$ cat config.mk
export PLATFORM = sky130hd
export DESIGN_NAME = btn_debounce_pulse
export DESIGN_NICKNAME = d
export VERILOG_FILES = /design/src/rtl/btn_pkg.sv /design/src/rtl/btn_debounce_one.sv /design/src/rtl/btn_debounce_pulse.sv
export SDC_FILE = /design/constraint.sdc
export NUM_CORES = 1
export LEC_CHECK = 0
export ABC_AREA = 1
export CAP_MARGIN = 20
export CELL_PAD_IN_SITES_DETAIL_PLACEMENT = 0
export CELL_PAD_IN_SITES_GLOBAL_PLACEMENT = 1
export CORE_MARGIN = 2
export CORE_UTILIZATION = 45
export DETAILED_ROUTE_END_ITERATION = 10
export PLACE_DENSITY_LB_ADDON = 0.1
export SLEW_MARGIN = 30
export SYNTH_ARGS = -nofsm -noshare
export SYNTH_HDL_FRONTEND = slang
export SYNTH_SLANG_ARGS = --single-unit
$ cat constraint.sdc
create_clock -name clk -period 1.7 [get_ports clk]
set_input_delay 0.255 -clock clk [delete_from_list [all_inputs] [get_ports clk]]
set_output_delay 0.255 -clock clk [all_outputs]
set_load 0.005 [all_outputs]
$ cat src/rtl/btn_pkg.sv
`default_nettype none
// ============================================================================
// Package     : btn_pkg
// Description : Shared types and defaults for the pushbutton conditioner.
// Revision    : 1.0 - initial release
// ============================================================================
package btn_pkg;

  // Debounce FSM states, one FSM per button channel
  typedef enum logic [1:0] {
    LOW       = 2'd0,
    WAIT_HIGH = 2'd1,
    HIGH      = 2'd2,
    WAIT_LOW  = 2'd3
  } btn_state_t;

  // 5 ms of stability at a 100 MHz system clock
  localparam int unsigned BTN_DEBOUNCE_CYCLES_DFLT = 500000;

endpackage : btn_pkg
`default_nettype wire

$ cat src/rtl/btn_debounce_one.sv
`default_nettype none
// ============================================================================
// Module      : btn_debounce_one
// Description : One button channel: synchronizer, debounce FSM with a
//               stability counter, registered level and press/release pulses.
// Revision    : 1.0 - initial release
// ============================================================================
module btn_debounce_one
  import btn_pkg::*;
#(
  parameter int unsigned DEBOUNCE_CYCLES = BTN_DEBOUNCE_CYCLES_DFLT,
  parameter int unsigned SYNC_STAGES     = 2
) (
  input  logic clk,
  input  logic reset,
  input  logic btn_i,
  output logic level_o,
  output logic press_o,
  output logic release_o
);

  localparam int unsigned    CW       = $clog2(DEBOUNCE_CYCLES);
  localparam logic [CW-1:0]  CNT_TERM = CW'(DEBOUNCE_CYCLES - 1);

  logic [SYNC_STAGES-1:0] sync_q;
  logic                   sync_s;
  btn_state_t             state_q, state_d;
  logic [CW-1:0]          cnt_q, cnt_d;
  logic                   level_q, level_d;
  logic                   press_q, press_d;
  logic                   release_q, release_d;

  assign sync_s = sync_q[SYNC_STAGES-1];

  // Synchronizer chain bringing the asynchronous button into the clk domain
  always_ff @(posedge clk) begin
    if (reset) begin
      sync_q <= '0;
    end else begin
      sync_q <= {sync_q[SYNC_STAGES-2:0], btn_i};
    end
  end

  // Next-state, counter and output decode; the counter restarts on every state entry
  always_comb begin
    state_d   = state_q;
    cnt_d     = cnt_q;
    case (state_q)
      LOW: begin
        if (sync_s) begin
          state_d = WAIT_HIGH;
          cnt_d   = '0;
        end
      end
      WAIT_HIGH: begin
        if (!sync_s) begin
          state_d = LOW;
          cnt_d   = '0;
        end else if (cnt_q == CNT_TERM) begin
          state_d = HIGH;
          cnt_d   = '0;
        end else begin
          cnt_d   = cnt_q + CW'(1);
        end
      end
      HIGH: begin
        if (!sync_s) begin
          state_d = WAIT_LOW;
          cnt_d   = '0;
        end
      end
      WAIT_LOW: begin
        if (sync_s) begin
          state_d = HIGH;
          cnt_d   = '0;
        end else if (cnt_q == CNT_TERM) begin
          state_d = LOW;
          cnt_d   = '0;
        end else begin
          cnt_d   = cnt_q + CW'(1);
        end
      end
      default: begin
        state_d = LOW;
        cnt_d   = '0;
      end
    endcase
    // Outputs are registered from the next state so they align with the state change
    level_d   = (state_d == HIGH) || (state_d == WAIT_LOW);
    press_d   = (state_q == WAIT_HIGH) && (state_d == HIGH);
    release_d = (state_q == WAIT_LOW) && (state_d == LOW);
  end

  // State, counter and output registers; reset discards any partial count
  always_ff @(posedge clk) begin
    if (reset) begin
      state_q   <= LOW;
      cnt_q     <= '0;
      level_q   <= 1'b0;
      press_q   <= 1'b0;
      release_q <= 1'b0;
    end else begin
      state_q   <= state_d;
      cnt_q     <= cnt_d;
      level_q   <= level_d;
      press_q   <= press_d;
      release_q <= release_d;
    end
  end

  assign level_o   = level_q;
  assign press_o   = press_q;
  assign release_o = release_q;

endmodule : btn_debounce_one
`default_nettype wire

$ cat src/rtl/btn_debounce_pulse.sv
`default_nettype none
// ============================================================================
// Module      : btn_debounce_pulse
// Description : Multi-channel pushbutton conditioner; one independent
//               debounce channel per button.
// Revision    : 1.0 - initial release
// ============================================================================
module btn_debounce_pulse
  import btn_pkg::*;
#(
  parameter int unsigned NUM_BTNS        = 4,
  parameter int unsigned DEBOUNCE_CYCLES = BTN_DEBOUNCE_CYCLES_DFLT,
  parameter int unsigned SYNC_STAGES     = 2
) (
  input  logic                clk,
  input  logic                reset,
  input  logic [NUM_BTNS-1:0] btn_in,
  output logic [NUM_BTNS-1:0] btn_level,
  output logic [NUM_BTNS-1:0] btn_press,
  output logic [NUM_BTNS-1:0] btn_release
);

  for (genvar i = 0; i < NUM_BTNS; i++) begin : g_btn
    btn_debounce_one #(
      .DEBOUNCE_CYCLES (DEBOUNCE_CYCLES),
      .SYNC_STAGES     (SYNC_STAGES)
    ) u_chan (
      .clk       (clk),
      .reset     (reset),
      .btn_i     (btn_in[i]),
      .level_o   (btn_level[i]),
      .press_o   (btn_press[i]),
      .release_o (btn_release[i])
    );
  end : g_btn

endmodule : btn_debounce_pulse
`default_nettype wire

# Yosys cells after proc, flatten, opt, wreduce, memory -nomap -nowiden
# Cells that the tools add are included.
# totals
input_bits	6
word_cells	136
register_bits	104
# op_classes
reduce_logical	24
muxes	52
n_eq_ne	32
n_addsub	4
# ops
op	n
19-bit 2-to-1 mux	20
19-bit case mux with 4 select lines	4
19-bit by 1-bit adder with 19-bit output, second input constant	4
19-bit == test, second input constant	4
2-bit 2-to-1 mux	24
2-bit == test, second input constant	16
2-bit case mux with 4 select lines	4
2-bit logical NOT	8
2-bit by 1-bit == test with 1-bit output, second input constant	4
1-bit logical AND	8
2-bit by 1-bit inequality test with 1-bit output, second input constant	4
2-bit inequality test, second input constant	4
2-bit AND reduction	4
1-bit logical OR	4

# Logic depth before layout (Yosys ltp)
# Gate-level depths: netlist of the first run.
# logic_depth
word_depth	6
ltp_mapped	11

# Hierarchy
# Synthesis of the first run repeated with hierarchy kept, for this count alone.
# hier_totals
hier_cells	823
area_unflattened_um2	5555.3
# modules_own_cells
mod	cells_per_inst	instances	area_each_um2
btn_debounce_one (g_btn[0].u_chan ...)	201	3	1355.0
btn_debounce_one (g_btn[3].u_chan)	220	1	1490.2

# Worst setup path after synthesis of the first run
# No wires, ideal clock.
# synth_path
path_kind	register to register
start	register g_btn[0].u_chan.cnt_q[0]
end	register g_btn[0].u_chan.cnt_q[14]
required_ps	1584
period_less_slack_ps	1336
path_slack_ps	364
path_stages_with_launch	8
t_arrival_ps	1220
path_cell_list	dfxtp_1 -> ha_1 -> nand3_1 -> nor2_1 -> nand2_2 -> nor2_2 -> xor2_1 -> nor2_2
# synth_between
elab_chain_cells	4
elab_cells_between_ends	6
cone_classes	add/sub (1); eq/ne (1); mux (4)
# synth_rtl
item	line	rtl
start, declared	btn_debounce_one.sv:28	logic [CW-1:0] cnt_q, cnt_d;
start signal, assigned	btn_debounce_one.sv:104	cnt_q <= cnt_d;
19-bit by 1-bit adder with 19-bit output / 19-bit == test (equally long branches)	n/a	
19-bit 2-to-1 mux (*)	btn_debounce_one.sv:59, btn_debounce_one.sv:76	
19-bit 2-to-1 mux, on equally long branches	btn_debounce_one.sv:73, btn_debounce_one.sv:56	
19-bit case mux with 4 select lines (*)	btn_debounce_one.sv:48	case (state_q)
# Mark *: on every way between the ends. The rest lies on a longest branch, timed or not.
# A chain may end at the register's enable or synchronous reset.

# Worst setup path after layout of the first run
# layout_path
start	register g_btn[3].u_chan.cnt_q[10]
end	register g_btn[3].u_chan.cnt_q[15]
# layout_between
elab_chain_cells	4
elab_cells_between_ends	6
cone_classes	add/sub (1); eq/ne (1); mux (4)
# layout_rtl
item	line
start, declared	btn_debounce_one.sv:28
start signal, assigned	btn_debounce_one.sv:104
19-bit by 1-bit adder with 19-bit output / 19-bit == test (equally long branches)	n/a
19-bit 2-to-1 mux (*)	btn_debounce_one.sv:59, btn_debounce_one.sv:76
19-bit 2-to-1 mux, on equally long branches	btn_debounce_one.sv:73, btn_debounce_one.sv:56
19-bit case mux with 4 select lines (*)	btn_debounce_one.sv:48
# Marked as above.

==> results of run 1 <==
==> logic make-up (layout without fill, tap and decap cells) <==
| kind of cell | after synthesis | after routing | share of synthesized area (%) |
|---|---|---|---|
| adders and majority gates | 4 | 4 | 0.947 |
| and+or+nand+nor | 433 | 433 | 38.1 |
| xor gates and xnor gates | 41 | 41 | 6.79 |
| DFF | 104 | 104 | 39.4 |
| AOI/OAI and AO/OA | 38 | 38 | 3.95 |
| buffers and inverters | 126 | 148 | 10.8 |
==> registers in the layout, indices dropped and copies added (netlist names) <==
name / count
g_btn.u_chan.release_o: 4
g_btn.u_chan.state_q: 8
g_btn.u_chan.press_o: 4
g_btn.u_chan.cnt_q: 76
g_btn.u_chan.level_o: 4
g_btn.u_chan.sync_q: 8
==> worst max path at each step <==
stage / from / end / slack (ps) / cells after the start
6_report: g_btn[3].u_chan.cnt_q[10]$_SDFFE_PP0P_ / g_btn[3].u_chan.cnt_q[15]$_SDFFE_PP0P_ / 160 / 8
5_1_grt: g_btn[3].u_chan.cnt_q[14]$_SDFFE_PP0P_ / g_btn[3].u_chan.cnt_q[15]$_SDFFE_PP0P_ / 6 / 8
2_1_floorplan: g_btn[0].u_chan.cnt_q[0]$_SDFFE_PP0P_ / g_btn[0].u_chan.cnt_q[14]$_SDFFE_PP0P_ / 360 / 7
4_1_cts: g_btn[3].u_chan.cnt_q[10]$_SDFFE_PP0P_ / g_btn[3].u_chan.cnt_q[15]$_SDFFE_PP0P_ / 130 / 8
3_5_place_dp: g_btn[3].u_chan.cnt_q[10]$_SDFFE_PP0P_ / g_btn[3].u_chan.cnt_q[15]$_SDFFE_PP0P_ / 160 / 8
3_3_place_gp: g_btn[3].u_chan.cnt_q[10]$_SDFFE_PP0P_ / g_btn[3].u_chan.cnt_q[11]$_SDFFE_PP0P_ / 170 / 8
==> layout make-up <==
class / count / area [um2] / area share [%]
clock buffer: 13 / 250 / 4.29
tap: 143 / 179 / 3.07
clock inverter: 3 / 17.5 / 0.300
multi-input combinational: 516 / 2650 / 45.4
sequential: 104 / 2080 / 35.7
inverter: 104 / 390 / 6.70
timing repair buffer: 28 / 265 / 4.55
==> per-layer routing <==
metal	track usage [%]	wire (um)	up-vias
met4	4.96	86	0
li1	-	-	2342
met1	23.4	5360	2000
met2	30.3	4890	48
met5	0	0	-
met3	4.97	333	5
==> power breakdown <==
group,internal [mW],total (mW),switching [mW]
clock,1.03,1.92,0.890
combinational,0.0484,0.166,0.118
sequential,2.45,2.46,0.00789
==> cells in the final DEF (no fill, tap or decap), types with 7 or more instances in the layout <==
master,n
o21ai_0,9
nand3_1,56
dfxtp_1,104
nor2_1,109
buf_4,10
nand2_2,15
clkdlybuf4s50_1,17
nor3_1,13
a21oi_1,19
nand2_1,162
xor2_1,34
clkbuf_16,9
nor2_2,36
xnor2_1,7
nand4_1,21
inv_1,100
==> worst min-delay path, cell delays in order (launching register included) <==
cell and delay (ps):
dfxtp_1 300, inv_1 40, nor2_1 30
==> stage by stage <==
stage | worst slack, ps | util (%)
floorplan | 364 | -
global placement | 170 | 48.6
detailed placement | 159 | 48.6
CTS | 132 | 50.9
global route | 5.54 | 51.1
finish | 156 | 51.1
==> results.tsv, run 1 <==
stage	metric	value	unit
run_status	outcome	completed	
die	row_count	39	
yosys	synthDominantCellAreaShare	39.4	%
min_path	min_path_cells	2	
yosys	syn_area	0.00529	mm2
sta	whs	410	ps
power	power_density	779	mW/mm2
power	p_leak	2.29	nW
min_path	hp-start	g_btn[1].u_chan.sync_q[0]$_SDFF_PP0_	
sta	finClkSkew	7.35	ps
power	ir_drop	0.775	mV
worst_setup_path	path_cells	nor2_1 > nand3_1 > nor2_1 > nand3_1 > nand2_2 > nand2_2 > nand2_2 > nor2_1	
worst_setup_path	cp_top_family	simple AND/OR/NAND/NOR gates	
worst_setup_path	regToRegSetupSlack	160	ps
die	core_area	0.0114	mm2
final_layout	fill_cells	1147	
place	portBuffers	17	
worst_setup_path	critPathBufInv	0	
final_layout	fin_area	0.00583	mm2
routing	wl_per_cell	11.7	um
routing	drt-total-wl	10700	um
min_path	hold_end	g_btn[1].u_chan.sync_q[1]$_SDFF_PP0_	
worst_setup_path	rr_worst_depth	8	
yosys	ys_ff_latch	104	
worst_setup_path	cpPeakStageDelay	360	ps
worst_setup_path	cp_data_required_time	1930	ps
final_layout	fin_nets	773	
die	initial_core_util	46.3	%
yosys	synth_nets	756	
yosys	ys_warn_count	0	
yosys	synthCells	746	
clocking	clock_path_buffers	2	
routing	vias	4395	
clocking	clock-root-buffer	clkbuf_16	
place	routabilityCongestion	0.823	
worst_setup_path	cp_data_arrival_time	1780	ps
power	power	4.54	mW
final_layout	final_cells	911	
yosys	ys_top_cells_by_count	nand2_1 (162), nor2_1 (111), dfxtp_1 (104), inv_1 (100), nand3_1 (56)	
yosys	syn_area_per_cell	7.08	um2
sta	tns	0	ps
yosys	synthArstFlopShare	0	%
global_routing	grt_usage	18.2	%
global_routing	grt_pass1_vias	4177	
global_routing	antenna_found_initial	0	
worst_setup_path	cp-start-kind	register	
yosys	synthFlopType	dfxtp_1	
clocking	ctsHoldBuffers	0	
routing	drc	0	
routing	vias_per_cell	4.82	
yosys	yosys.area.top_type	dfxtp_1	
routing	drt_iter0_drc	219	
yosys	synth.area.top_cells	dfxtp_1 (39%), nand2_1 (12%), nor2_1 (7.9%), inv_1 (7.1%), xor2_1 (5.6%)	
sta	worstMarginPinSlew	307	ps
die	num_io_pins	18	
die	die_area	0.0126	mm2
global_routing	grt_pass1_wl	19000	um
clocking	cts_tree	yes	
die	die_h	112	um
worst_setup_path	path_class	reg -> reg	
final_layout	n_antenna_cell	0	
sta	max_slew_margin	79.5	%
clocking	cts_buffers	9	
final_layout	drive_gt1_share	12.4	%
place	dp_cells	895	
global_routing	grt_overflow	0	
sta	rsz0062_at_grt	no	
worst_setup_path	rr_startpoint	g_btn[3].u_chan.cnt_q[10]$_SDFFE_PP0P_	
sta	fmax	648	MHz
yosys	yosys.cell_count.top_type	nand2_1	
sta	setup_viol	0	
yosys	synth-seq-area-share	39.4	%
worst_setup_path	crit_slowest_cell	dfxtp_1	
worst_setup_path	worstReg2RegEnd	g_btn[3].u_chan.cnt_q[15]$_SDFFE_PP0P_	
clocking	cts_setup_buffers	0	
routing	final_antenna_net_count	0	
sta	period_needed	1540	ps
sta	fin_crit_sh	90.8	%
clocking	cts_htree_levels	3	
place	postPlaceCellArea	0.00555	mm2
sta	hold_viol	0	
global_routing	grt_max_degree	24	
final_layout	area_growth	10.3	%
clocking	clk_pin_slew_worst_paths	60	ps
yosys	synth_edf_count	0	
clocking	numClockSinks	104	
routing	dr.pass1.iters	4	
sta	final-max-slew-violation-count	0	
worst_setup_path	end_kind	register	
die	die_w	112	um
clocking	cts-resized-gates	0	
place	dp.final_hpwl	7920	um
yosys	synth_cell_types	33	
min_path	worstHoldPathType	reg -> reg	
clocking	clock_latency	350	ps
worst_setup_path	cp_max_fo	12	
flow_run	maxCapViolCount	0	
Note: power is estimated with default switching activity, not from simulation.
==> run 2: changes to the inputs <==
--- a/config.mk
+++ b/config.mk
@@ -9,8 +9,9 @@
 export CAP_MARGIN = 20
 export CELL_PAD_IN_SITES_DETAIL_PLACEMENT = 0
 export CELL_PAD_IN_SITES_GLOBAL_PLACEMENT = 1
-export CORE_MARGIN = 2
+export CORE_MARGIN = 8
 export CORE_UTILIZATION = 45
+export CTS_CLUSTER_DIAMETER = 100
 export DETAILED_ROUTE_END_ITERATION = 10
 export PLACE_DENSITY_LB_ADDON = 0.1
 export SLEW_MARGIN = 30
==> run 2 against run 1 <==
  * First-iteration DRC count rose by 25%
  * Critical path type unchanged
  * Clock power barely moved
  * Largest power group unchanged
  * Flip-flop and latch count did not move
  * Sequential power barely moved
  * Critical endpoint is now g_btn[0].u_chan.cnt_q[9]$_SDFFE_PP0P_
  * Worst setup slack improved by 30 ps
==> results.tsv, run 2 (synthesized netlist as in run 1, its figures left out) <==
stage	metric	value	unit	change
flow_run	maxCapViolCount	0		unchanged
sta	fin_crit_sh	89.1	%	-1.7 points
routing	met2WireLength	4950	um	+1.2%
global_routing	grt_pass1_vias	4049		-3.1%
final_layout	largest_reg_flops	76		unchanged
routing	final_antenna_net_count	0		unchanged
global_routing	grt_pass1_wl	18700	um	-1.4%
power	pwr-share-seq	53.9	%	-0.2 points
final_layout	largest-register	g_btn.u_chan.cnt_q		
routing	routed.top_layer	met4		
final_layout	area_growth	10.6	%	
die	die_h	124	um	+11%
clocking	cts-resized-gates	0		unchanged
clocking	clock_path_buffers	2		unchanged
clocking	clock_latency	340	ps	about the same
power	intPower	3.55	mW	+0.79%
routing	wl_per_cell	11.7	um	about the same
clocking	numClockSinks	104		unchanged
final_layout	reg.largest.list	g_btn.u_chan.cnt_q (76), g_btn.u_chan.state_q (8), g_btn.u_chan.sync_q (8)		
power	combinationalPowerShare	3.8	%	about the same
routing	wl_met1	5270	um	-1.7%
sta	worstMarginPinSlew	331	ps	+24.0 ps
final_layout	regArea	0.00208	mm2	unchanged
clocking	cts_buffers	9		unchanged
die	die_area	0.0155	mm2	+22%
die	die_w	124	um	+11%
final_layout	n_antenna_cell	0		unchanged
power	ir_drop	0.817	mV	+5.4%
final_layout	final_common_cell	nand2_1		
routing	drt-total-wl	10600	um	-0.36%
final_layout	multi_input_comb_area	0.00266	mm2	+0.43%
routing	drt_iter0_drc	273		+25%
die	core_area	0.0114	mm2	unchanged
power	power	4.56	mW	+0.36%
sta	finClkSkew	7.16	ps	-0.192 ps
worst_setup_path	end_kind	register		
sta	max_slew_margin	77.7	%	-1.8 points
die	initial_core_util	46.3	%	unchanged
power	power_density	780	mW/mm2	+0.12%
power	p_leak	2.30	nW	+0.30%
routing	met3_length	331	um	-0.60%
sta	tns	0	ps	unchanged
clocking	ctsHoldBuffers	0		unchanged
sta	hold_viol	0		unchanged
clocking	cts_setup_buffers	0		unchanged
clocking	cts_tree	yes		
routing	vias_per_cell	4.83		about the same
place	portBuffers	17		unchanged
run_status	outcome	completed		
final_layout	final_cell_mix	nand2_1 (161), nor2_1 (108), dfxtp_1 (104)		
worst_setup_path	cp_max_fo	12		unchanged
final_layout	drive_gt1_share	12.7	%	+0.31 points
worst_setup_path	path_class	reg -> reg		
global_routing	antenna_found_initial	0		unchanged
final_layout	fill_cells	1169		+1.9%
clocking	cts_htree_levels	3		unchanged
die	num_io_pins	18		unchanged
worst_setup_path	cp_data_required_time	1930	ps	about the same
global_routing	grt_usage	14.0	%	-4.2 points
final_layout	fin_nets	771		-0.26%
power	clockPowerShare	42.4	%	about the same
sta	rsz0062_at_grt	no		
worst_setup_path	cp-start-kind	register		
sta	fmax	661	MHz	+2.0%
clocking	clk_pin_slew_worst_paths	70	ps	about the same
die	row_count	39		unchanged
place	routabilityCongestion	0.798		-3.1%
routing	drc	0		unchanged
place	dp.final_hpwl	7900	um	-0.21%
power	p_sw	1.00	mW	-1.1%
sta	final-max-slew-violation-count	0		unchanged
worst_setup_path	cp_data_arrival_time	1740	ps	-40 ps
routing	vias	4383		-0.27%
sta	setup_viol	0		unchanged
routing	dr.pass1.iters	5		+1
clocking	clock-root-buffer	clkbuf_16		
global_routing	grt_max_degree	24		unchanged
global_routing	grt_overflow	0		unchanged
min_path	worstHoldPathType	reg -> reg		
power	p_sw_share	22.0	%	-0.33 points
sta	period_needed	1510	ps	-29.6 ps
==> run 2: changes by cell type in the layout (fill, tap and decap cells not counted) <==
cell and delta:
nor2_2 +1, clkinv_2 +2, clkbuf_1 -3, nand2_8 +1, nor2_1 -1, buf_4 -3
clkbuf_8 +1, nand3_4 -1, clkinvlp_4 -1, nand2_1 -1, nand3_2 +1, buf_12 +1
==> run 2: power by group through the flow <==
| stage | Combinational, mW | Clock [mW] | Sequential (mW) |
|---|---|---|---|
| after floorplan | 0.130 | 0 | 2.51 |
| after global placement | 0.170 | 0 | 2.51 |
| after detailed placement | 0.170 | 0 | 2.51 |
| after CTS | 0.171 | 2.01 | 2.45 |
| after global routing | 0.190 | 2.09 | 2.45 |
| final | 0.171 | 1.93 | 2.45 |
==> run 2: worst max-delay path: stages, from the launching register on <==
cell and delay (ps):
dfxtp_1 360, ha_1 210, nand3_1 130, inv_1 130
nand3_2 120, nand2_2 100, nand2_2 80, nand2_4 190
nor2_1 70
==> run 2: per-stage QoR <==
step                      hold WS (ps)  instances  instance area [um2]  setup WS (ps)  utilization, %
after global placement             392        893                 5550            130            48.6
after CTS                          400        908                 5820           90.8            51.0
after detailed placement           394        893                 5550           95.6            48.6
after floorplan                    362        746                 5290            364               -
after global routing               420        908                 5840           2.95            51.2
final                              398        908                 5840            186            51.2
==> run 2: path summary, 6_finish.rpt <==
check                                                            from                                    end  slack, ps  cells past startpoint
worst max-delay path            g_btn[0].u_chan.cnt_q[0]$_SDFFE_PP0P_  g_btn[0].u_chan.cnt_q[9]$_SDFFE_PP0P_        190                      8
worst min-delay path             g_btn[2].u_chan.sync_q[0]$_SDFF_PP0_   g_btn[2].u_chan.sync_q[1]$_SDFF_PP0_        400                      2
worst max register to register  g_btn[0].u_chan.cnt_q[0]$_SDFFE_PP0P_  g_btn[0].u_chan.cnt_q[9]$_SDFFE_PP0P_        190                      8
worst min register to register   g_btn[2].u_chan.sync_q[0]$_SDFF_PP0_   g_btn[2].u_chan.sync_q[1]$_SDFF_PP0_        400                      2
==> run 2: final cells by class <==
type	instances	area share [%]
inverter	104	6.68
timing repair buffer	26	4.50
tap	143	3.06
multi-input combinational	516	45.5
sequential	104	35.6
clock inverter	4	0.343
clock buffer	11	4.33
==> run 2: layer usage <==
| metal | track usage [%] | vias up |
|---|---|---|
| met1 | 17.7 | 1997 |
| met3 | 4.04 | 6 |
| li1 | - | 2331 |
| met2 | 23.0 | 49 |
| met5 | 0 | - |
| met4 | 3.19 | 0 |
==> run 3: changes to the inputs <==
--- a/config.mk
+++ b/config.mk
@@ -10,10 +10,12 @@
 export CELL_PAD_IN_SITES_DETAIL_PLACEMENT = 0
 export CELL_PAD_IN_SITES_GLOBAL_PLACEMENT = 1
 export CORE_MARGIN = 8
-export CORE_UTILIZATION = 45
+export CORE_UTILIZATION = 47
 export CTS_CLUSTER_DIAMETER = 100
 export DETAILED_ROUTE_END_ITERATION = 10
+export DONT_BUFFER_PORTS = 1
 export PLACE_DENSITY_LB_ADDON = 0.1
+export SKIP_LAST_GASP = 1
 export SLEW_MARGIN = 30
 export SYNTH_ARGS = -nofsm -noshare
 export SYNTH_HDL_FRONTEND = slang
==> run 3 against run 2 <==
  * Design area is 4.2% lower
  * Global-route usage is 0.97 points higher
  * Count of clock-buffer cells in the layout stayed put
  * Sequential share of layout area is 1.5 points higher
  * Wire length is 2.5% lower
  * Critical path type unchanged
  * Largest cell class unchanged
  * Largest power group unchanged
==> results.tsv, run 3 (synthesized netlist as in run 1, its figures left out) <==
stage	metric	value	unit	change
final_layout	fin_area	0.00560	mm2	-4.2%
routing	dr.pass1.iters	4		-1
die	core_area	0.0109	mm2	-4.6%
clocking	cts_buffers	9		unchanged
power	power_density	746	mW/mm2	-4.4%
die	initial_core_util	48.5	%	+2.3 points
power	p_sw_share	23.2	%	+1.2 points
clocking	numClockSinks	104		unchanged
routing	drt_iter0_drc	215		-21%
routing	wl_per_cell	11.6	um	-0.73%
die	row_count	38		-2.6%
clocking	clock_path_buffers	2		unchanged
routing	drt-total-wl	10400	um	-2.5%
clocking	cts_htree_levels	3		unchanged
flow_run	maxCapViolCount	0		unchanged
sta	final-max-slew-violation-count	0		unchanged
place	portBuffers	0		-17
place	routabilityCongestion	0.807		+1.2%
final_layout	n_antenna_cell	0		unchanged
worst_setup_path	path_class	reg -> reg		
sta	max_slew_margin	49.8	%	-28 points
sta	rsz0062_at_grt	yes		
worst_setup_path	end_kind	register		
power	clockPowerShare	37.5	%	-4.9 points
routing	drc	0		unchanged
sta	fmax	646	MHz	-2.1%
routing	vias	4261		-2.8%
die	die_w	122	um	-1.9%
sta	worstMarginPinSlew	751	ps	+419 ps
final_layout	reg.largest.list	g_btn.u_chan.cnt_q (76), g_btn.u_chan.state_q (8), g_btn.u_chan.sync_q (8)		
global_routing	grt_pass1_vias	4091		+1.0%
worst_setup_path	cp_data_required_time	1980	ps	+50 ps
sta	finClkSkew	10.4	ps	+3.23 ps
sta	hold_viol	0		unchanged
clocking	clk_pin_slew_worst_paths	100	ps	+30 ps
power	pwr-share-seq	58.8	%	+4.9 points
final_layout	area_growth	5.97	%	
clocking	clock_latency	380	ps	+40 ps
final_layout	drive_gt1_share	12.4	%	-0.31 points
clocking	cts_tree	yes		
power	combinationalPowerShare	3.7	%	about the same
power	p_sw	0.969	mW	-3.5%
worst_setup_path	cp_data_arrival_time	1830	ps	+90 ps
sta	fin_crit_sh	91.0	%	+1.9 points
die	num_io_pins	18		unchanged
worst_setup_path	cp_max_fo	3		-9
routing	final_antenna_net_count	0		unchanged
place	postPlaceCellArea	0.00533	mm2	-4.0%
global_routing	grt_max_degree	19		-21%
clocking	clock-root-buffer	clkbuf_8		
global_routing	grt_overflow	0		unchanged
power	p_leak	2.20	nW	-4.4%
final_layout	final_common_cell	nand2_1		
power	ir_drop	0.613	mV	-25%
run_status	outcome	completed		
sta	tns	0	ps	unchanged
worst_setup_path	cp-start-kind	register		
final_layout	final_cell_mix	nand2_1 (162), nor2_1 (108), dfxtp_1 (104)		
sta	setup_viol	0		unchanged
routing	vias_per_cell	4.78		-1.0%
final_layout	largest-register	g_btn.u_chan.cnt_q		
final_layout	fin_nets	757		-1.8%
global_routing	grt_pass1_wl	18300	um	-2.1%
power	intPower	3.21	mW	-9.8%
final_layout	largest_reg_flops	76		unchanged
global_routing	grt_usage	15.0	%	+0.97 points
die	die_h	122	um	-1.9%
min_path	worstHoldPathType	in -> reg		
place	dp.final_hpwl	7750	um	-1.9%
sta	period_needed	1550	ps	+33.1 ps
die	die_area	0.0149	mm2	-3.7%
global_routing	antenna_found_initial	0		unchanged
==> run 3: metal layers <==
metal  track usage (%)  wire, um
met3              3.93       263
met4              3.70        91
met2              25.5      4790
met5                 0         0
met1              18.4      5220
==> run 3: area by class of cell <==
type	count	area (um2)
Clock buffer	11	141
Clock inverter	5	56.3
Fill cell	1130	5290
Inverter	104	390
Multi-Input combinational cell	516	2650
Sequential cell	104	2080
Tap cell	140	175
Timing Repair Buffer	12	105
==> run 3: metrics by stage <==
stage / hold slack [ps] / util [%] / cells / power (mW) / setup slack (ps)
after floorplan: 362 / - / 746 / 2.64 / 364
after global placement: 329 / 48.9 / 870 / 2.65 / 91.1
after detailed placement: 331 / 48.9 / 870 / 2.65 / 109
after CTS: 1.31 / 51.3 / 892 / 4.25 / 77.1
after global routing: 15.7 / 51.4 / 892 / 4.35 / -19.0
final: 25.1 / 51.4 / 892 / 4.18 / 153
==> run 3: worst paths after layout <==
path                                            endpoint  cells after the start                             startpoint  slack (ps)
setup / recovery  g_btn[0].u_chan.cnt_q[14]$_SDFFE_PP0P_                      7  g_btn[0].u_chan.cnt_q[0]$_SDFFE_PP0P_         150
hold / removal     g_btn[3].u_chan.state_q[0]$_SDFF_PP0_                      3                                  reset          30
setup reg to reg  g_btn[0].u_chan.cnt_q[14]$_SDFFE_PP0P_                      7  g_btn[0].u_chan.cnt_q[0]$_SDFFE_PP0P_         150
hold reg to reg     g_btn[1].u_chan.sync_q[1]$_SDFF_PP0_                      2   g_btn[1].u_chan.sync_q[0]$_SDFF_PP0_         410
==> run 3: power by group through the flow <==
| stage | Clock, mW | Sequential (mW) | Combinational, mW |
|---|---|---|---|
| 3_5_place_dp | 0 | 2.51 | 0.138 |
| 5_1_grt | 1.72 | 2.46 | 0.173 |
| 3_3_place_gp | 0 | 2.51 | 0.138 |
| 4_1_cts | 1.64 | 2.46 | 0.157 |
| 2_1_floorplan | 0 | 2.51 | 0.130 |
| 6_report | 1.57 | 2.45 | 0.154 |
==> run 3: worst max-delay path, stage by stage, from the launching register on <==
cell     delay (ps)
dfxtp_1         370
ha_1            210
nand3_1         110
nor2_1          230
nand2_2         120
nor2_2          160
xor2_1          190
nor2_2           50
==> run 3: repair_timing <==
item / 4_1_cts / 5_1_grt
buffers inserted: 0 / 0
resized for setup: 0 / 5
hold buffers: 6 / 0
setup endpoints to repair: 0 / 13
hold endpoints to repair: 18 / 0
